**src/rtl/avalon_button_pio_if.sv**
```systemverilog
// avalon_button_pio_if: Avalon-MM slave bus bundle for the button PIO.
// Master drives address/strobes/data, slave returns registered read data.
interface avalon_button_pio_if;
  logic [1:0]  avs_address;
  logic        avs_read;
  logic        avs_write;
  logic [31:0] avs_writedata;
  logic [31:0] avs_readdata;

  modport master (
    output avs_address,
    output avs_read,
    output avs_write,
    output avs_writedata,
    input  avs_readdata
  );

  modport slave (
    input  avs_address,
    input  avs_read,
    input  avs_write,
    input  avs_writedata,
    output avs_readdata
  );
endinterface

```
**src/rtl/avalon_button_pio.sv**
```systemverilog
// avalon_button_pio: N-channel synchronised, debounced, edge-captured button PIO.
// Define BTN_PIO_DEBOUNCE_EN to include the per-channel debounce counters.
module avalon_button_pio #(
  parameter int WIDTH           = 4,
  parameter int DEBOUNCE_CYCLES = 500000,
  parameter bit ACTIVE_LOW      = 1
) (
  input  logic               clk,
  input  logic               reset,
  avalon_button_pio_if.slave avs,
  output logic               irq,
  input  logic [WIDTH-1:0]   btn_in,
  output logic [WIDTH-1:0]   btn_state
);

  localparam logic [WIDTH-1:0] IDLE = ACTIVE_LOW ? '1 : '0;

  logic [WIDTH-1:0] meta;
  logic [WIDTH-1:0] sync_q;
  logic [WIDTH-1:0] sync;
  logic [WIDTH-1:0] stable;
  logic [WIDTH-1:0] stable_nxt;
  logic [WIDTH-1:0] press;
  logic [WIDTH-1:0] mask;
  logic [WIDTH-1:0] edgecap;
  logic [WIDTH-1:0] ec_clr;
  logic [15:0]      press_cnt;
  logic [31:0]      rd_mux;
  logic             wr_mask;
  logic             wr_ec;
  logic             wr_cnt;
  logic             unused_wd;

  always_ff @(posedge clk or posedge reset) begin
    if (reset) begin
      meta   <= IDLE;
      sync_q <= IDLE;
    end else begin
      meta   <= btn_in;
      sync_q <= meta;
    end
  end

  assign sync = ACTIVE_LOW ? ~sync_q : sync_q;

`ifdef BTN_PIO_DEBOUNCE_EN
  localparam int CW = (DEBOUNCE_CYCLES > 1) ? $clog2(DEBOUNCE_CYCLES) : 1;
  localparam logic [CW-1:0] CMAX = CW'(DEBOUNCE_CYCLES - 1);

  logic [WIDTH-1:0][CW-1:0] cnt;
  logic [WIDTH-1:0][CW-1:0] cnt_nxt;

  // A level is accepted only after it differs from stable for CMAX+1 cycles
  always_comb begin
    stable_nxt = stable;
    cnt_nxt    = '0;
    for (int i = 0; i < WIDTH; i++) begin
      if (sync[i] != stable[i]) begin
        if (cnt[i] == CMAX) stable_nxt[i] = sync[i];
        else                cnt_nxt[i]    = cnt[i] + 1'b1;
      end
    end
  end

  always_ff @(posedge clk or posedge reset) begin
    if (reset) cnt <= '0;
    else       cnt <= cnt_nxt;
  end
`else
  logic unused_db;

  assign unused_db  = ^DEBOUNCE_CYCLES;
  assign stable_nxt = sync;
`endif

  // stable is the delayed copy of stable_nxt, so events land with btn_state
  assign press = stable_nxt & ~stable;

  assign wr_mask = avs.avs_write && (avs.avs_address == 2'd1);
  assign wr_ec   = avs.avs_write && (avs.avs_address == 2'd2);
  assign wr_cnt  = avs.avs_write && (avs.avs_address == 2'd3);
  assign ec_clr  = wr_ec ? avs.avs_writedata[WIDTH-1:0] : '0;

  assign unused_wd = ^avs.avs_writedata;

  always_comb begin
    rd_mux = '0;
    unique case (avs.avs_address)
      2'd0: rd_mux[WIDTH-1:0] = stable;
      2'd1: rd_mux[WIDTH-1:0] = mask;
      2'd2: rd_mux[WIDTH-1:0] = edgecap;
      2'd3: rd_mux[15:0]      = press_cnt;
    endcase
  end

  always_ff @(posedge clk or posedge reset) begin
    if (reset) begin
      stable           <= '0;
      mask             <= '0;
      edgecap          <= '0;
      press_cnt        <= '0;
      avs.avs_readdata <= '0;
    end else begin
      stable  <= stable_nxt;
      edgecap <= (edgecap & ~ec_clr) | press;
      if (wr_mask) mask <= avs.avs_writedata[WIDTH-1:0];
      if (|press) begin
        press_cnt <= wr_cnt ? 16'd1
                            : press_cnt + {15'd0, ~&press_cnt};
      end else if (wr_cnt) begin
        press_cnt <= '0;
      end
      if (avs.avs_read) avs.avs_readdata <= rd_mux;
    end
  end

  assign btn_state = stable;
  assign irq       = |(edgecap & mask);

endmodule

```
**src/flat_wrapper.sv**
```systemverilog
// flat-port wrapper written by rule: the top's interface ports become plain ports
module avalon_button_pio_flat 
#(
  parameter int WIDTH           = 4,
  parameter int DEBOUNCE_CYCLES = 500000,
  parameter bit ACTIVE_LOW      = 1
)
  (clk, reset, irq, btn_in, btn_state, avs_avs_address, avs_avs_read, avs_avs_write, avs_avs_writedata, avs_avs_readdata);
  avalon_button_pio_if avs_i ();
  input  logic clk;
  input  logic reset;
  output logic irq;
  input  logic [WIDTH-1:0] btn_in;
  output logic [WIDTH-1:0] btn_state;
  input wire logic [$bits(avs_i.avs_address)-1:0] avs_avs_address;
  input wire logic [$bits(avs_i.avs_read)-1:0] avs_avs_read;
  input wire logic [$bits(avs_i.avs_write)-1:0] avs_avs_write;
  input wire logic [$bits(avs_i.avs_writedata)-1:0] avs_avs_writedata;
  output wire logic [$bits(avs_i.avs_readdata)-1:0] avs_avs_readdata;
  assign avs_i.avs_address = avs_avs_address;
  assign avs_i.avs_read = avs_avs_read;
  assign avs_i.avs_write = avs_avs_write;
  assign avs_i.avs_writedata = avs_avs_writedata;
  assign avs_avs_readdata = avs_i.avs_readdata;
  avalon_button_pio #(.WIDTH(WIDTH), .DEBOUNCE_CYCLES(DEBOUNCE_CYCLES), .ACTIVE_LOW(ACTIVE_LOW)) u_core (.clk(clk), .reset(reset), .avs(avs_i), .irq(irq), .btn_in(btn_in), .btn_state(btn_state));
endmodule
```
**config.mk**
```make
export PLATFORM = sky130hd
export DESIGN_NAME = avalon_button_pio_flat
export DESIGN_NICKNAME = d
export VERILOG_FILES = /design/src/rtl/avalon_button_pio_if.sv /design/src/rtl/avalon_button_pio.sv /design/src/flat_wrapper.sv
export SDC_FILE = /design/constraint.sdc
export NUM_CORES = 1
export LEC_CHECK = 0
export CAP_MARGIN = 20
export CORE_MARGIN = 5
export CORE_UTILIZATION = 46
export DETAILED_ROUTE_END_ITERATION = 8
export PLACE_DENSITY_LB_ADDON = 0.25
export SLEW_MARGIN = 20
export SYNTH_ARGS = -nofsm -noshare
export SYNTH_HDL_FRONTEND = slang
export SYNTH_SLANG_ARGS = --single-unit
```
**constraint.sdc**
```tcl
create_clock -name clk -period 2.1 [get_ports clk]
set_input_delay 0.525 -clock clk [delete_from_list [all_inputs] [get_ports clk]]
set_output_delay 0.525 -clock clk [all_outputs]
set_load 0.03 [all_outputs]
```
==> metrics.txt <==
Comb pwr share=22.4%; Max VDD drop=0.000461 V; cells after synthesis=224; setup TNS=0 ps; Max clock buf depth=2; GRT overflow=0; final worst path period share=94.7%; CP top delay family=buffers and inverters; Distinct cells, synth=34; post-synthesis mux area share=5.75%; CP startpoint kind=flop; Initial Util=47.3%; number of synthesized register bits=52; hold violation count in the final report=0; combinational family with the most area after synthesis=compound AO/OA/AOI/OAI gates; routed vias/inst=5.01; drt drc=0; outcome=complete, no violations; antenna violations before repair=0; crit path max-delay cell type=clkdlybuf4s50_1; CP Class=flop to primary output; Seq/Total Area, Yosys=54.3%; Nets=321; Total Power=0.00229 W; row count=26; Hold WC Path Type=flop to flop; met3 GRT Util=3.25%; power density cells=751 mW/mm^2; Post-Synth XOR/XNOR Area=2.54%; crit-path cells=clkdlybuf4s50_1; TritonCTS clock tree=yes; Post-Synth Simple-Gate Area=11.7%; First-pass DRT Iterations=4; share of layout cells above drive strength 1=20.5%; Clock power frac=25.8%; synth warn=0; CTS root buffer=clkbuf_8; Max-Cap Viols=0; fin area=0.00304 mm^2; dpl cell area=0.00289 mm^2; Cell Int Power=0.00160 W; Post-Route Skew=5.73 ps; die width=82.4 um; Routed Wire Length=4810 um; io pins=79; pin count of the biggest net entering global routing=25; met2 Usage GRT=24.0%; part of the power in registers=51.9%; Post-DP HPWL=3530 um; worst path buffer plus inverter count=1; clock tree sinks=52; Commonest cells post-synth=dfrtp_1, o21ai_0, inv_1; Port-buffer cells=34; post-synthesis average cell area=10.8 um^2; CORE AREA=0.00511 mm^2; switching pwr=0.000688 W; synth top area cells=dfrtp_1, dfstp_2, o21ai_0, buf_4, inv_1; leading cell type by number of instances after synthesis=dfrtp_1; Routed Antenna Nets=0; later-pin clock latency in the skew report=300 ps; leak pwr=1.29 nW; utilization after layout=59.6%; worst-path maximum fanout=4; Async SR Flop Fraction=100%; unrepaired setup endpoints after global routing=false; CP endpoint kind=primary output; number of synthesized flops with an enable pin=0; switching share of power=30.1%; maximum operating frequency=0.503 GHz; Setup violations, final=0; CP Data Arrival Time=1460 ps; cell taking the most area after synthesis=dfrtp_1; H-tree levels=2; total CTS buffers=5; post-synthesis cell area=0.00241 mm^2; min Tclk post-route=1990 ps; Most used DFF post-synth=dfrtp_1; via count=1,742; Post-Synth Adder-Cell Area=1.04%; full die area=0.00680 mm^2; CP required=1570 ps; die height=82.4 um; vias in the first global route=1,674; first-pass GRT wire length=7870 um; top-area cell type share of the netlist area=45.6%; Final GP Congestion=0.820; Layout area overhead=26.1%; max-slew violations=0; gr busiest metal=met2; DR WL/cell=13.8 um; met1 usage=21.0%; First DRT Iteration DRCs=147; Tot GR Track Use=15.3%; Clock transition at path regs=90 ps; Antenna Diode Count=0; post-synthesis compound-gate area fraction=14.7%; worst hold slack=360 ps; Max stage delay on crit path=710 ps
==> per-layer routing <==
layer	vias to the layer above	wire (um)
li1	840	-
met2	48	2340
met5	-	0
met1	848	2170
met4	0	54
met3	6	248
==> cells in the final DEF (no fill, tap or decap), drive strengths merged, types with 8 or more instances in the layout <==
cell / synthesis / routed
nor2: 8 / 8
inv: 23 / 24
dfrtp: 44 / 44
a21oi: 9 / 9
or3: 9 / 9
o21ai: 34 / 34
conb: 1 / 16
nand2: 21 / 21
dfstp: 8 / 8
clkdlybuf4s50: 0 / 33
buf: 19 / 19
==> power groups by stage <==
| stage | clock network (W) | logic (W) | registers (W) |
|---|---|---|---|
| after global placement | 0 | 0.000493 | 0.00120 |
| after CTS | 0.000614 | 0.000503 | 0.00119 |
| after detailed placement | 0 | 0.000505 | 0.00121 |
| final | 0.000590 | 0.000511 | 0.00119 |
| after floorplan | 0 | 0.000278 | 0.00125 |
| after global routing | 0.000651 | 0.000557 | 0.00120 |
==> state kept, by name, indices dropped and copies added (netlist names) <==
name and flops:
u_core.sync_q 4, u_core.btn_state 4, u_core.press_cnt 16, u_core.avs.avs_readdata 16, u_core.meta 4, u_core.edgecap 4
u_core.mask 4
==> per-stage QoR <==
| step | std cells | setup WS (ps) |
|---|---|---|
| 2_1_floorplan | 239 | 216 |
| 3_3_place_gp | 336 | 4.17 |
| 3_5_place_dp | 336 | -16.1 |
| 4_1_cts | 344 | 44.0 |
| 5_1_grt | 348 | 15.2 |
| 6_report | 348 | 111 |
==> layout make-up <==
type	instances	area [um^2]
sequential	52	1310
timing repair buffer	53	507
clock buffer	6	82.6
inverter	23	86.3
tap	70	87.6
fill	442	2060
multi-input combinational	142	955
clock inverter	2	13.8
==> path summary, 6_finish.rpt <==
kind / from / endpoint / slack [ps] / depth (start not counted)
worst max register to register: u_core.press_cnt[12] / u_core.press_cnt[3] / 130 / 8
worst max-delay path: u_core.btn_state[2] / btn_state[2] / 110 / 1
worst min register to register: u_core.meta[1] / u_core.sync_q[1] / 360 / 0
worst min-delay path: u_core.meta[1] / u_core.sync_q[1] / 360 / 0
min in group asynchronous: reset / u_core.btn_state[2] / 500 / 2
max in group asynchronous: reset / u_core.press_cnt[12] / 1090 / 3
==> repair_timing <==
item | CTS | global route
hold buffers | 0 | 0
resized for setup | 1 | 8
buffers inserted | 0 | 3
pin swaps | 0 | 5
endpoints found under the setup margin | 1 | 14
cloned | 0 | 1
==> cells by family after synthesis <==
logic type | after synthesis
flops | 52
simple gates | 55
other cells | 1
fa+ha+maj | 2
buf+inv | 46
xor+xnor | 7
compound gates | 53
mux | 8
No activity file was read; power rests on OpenSTA's default activity.
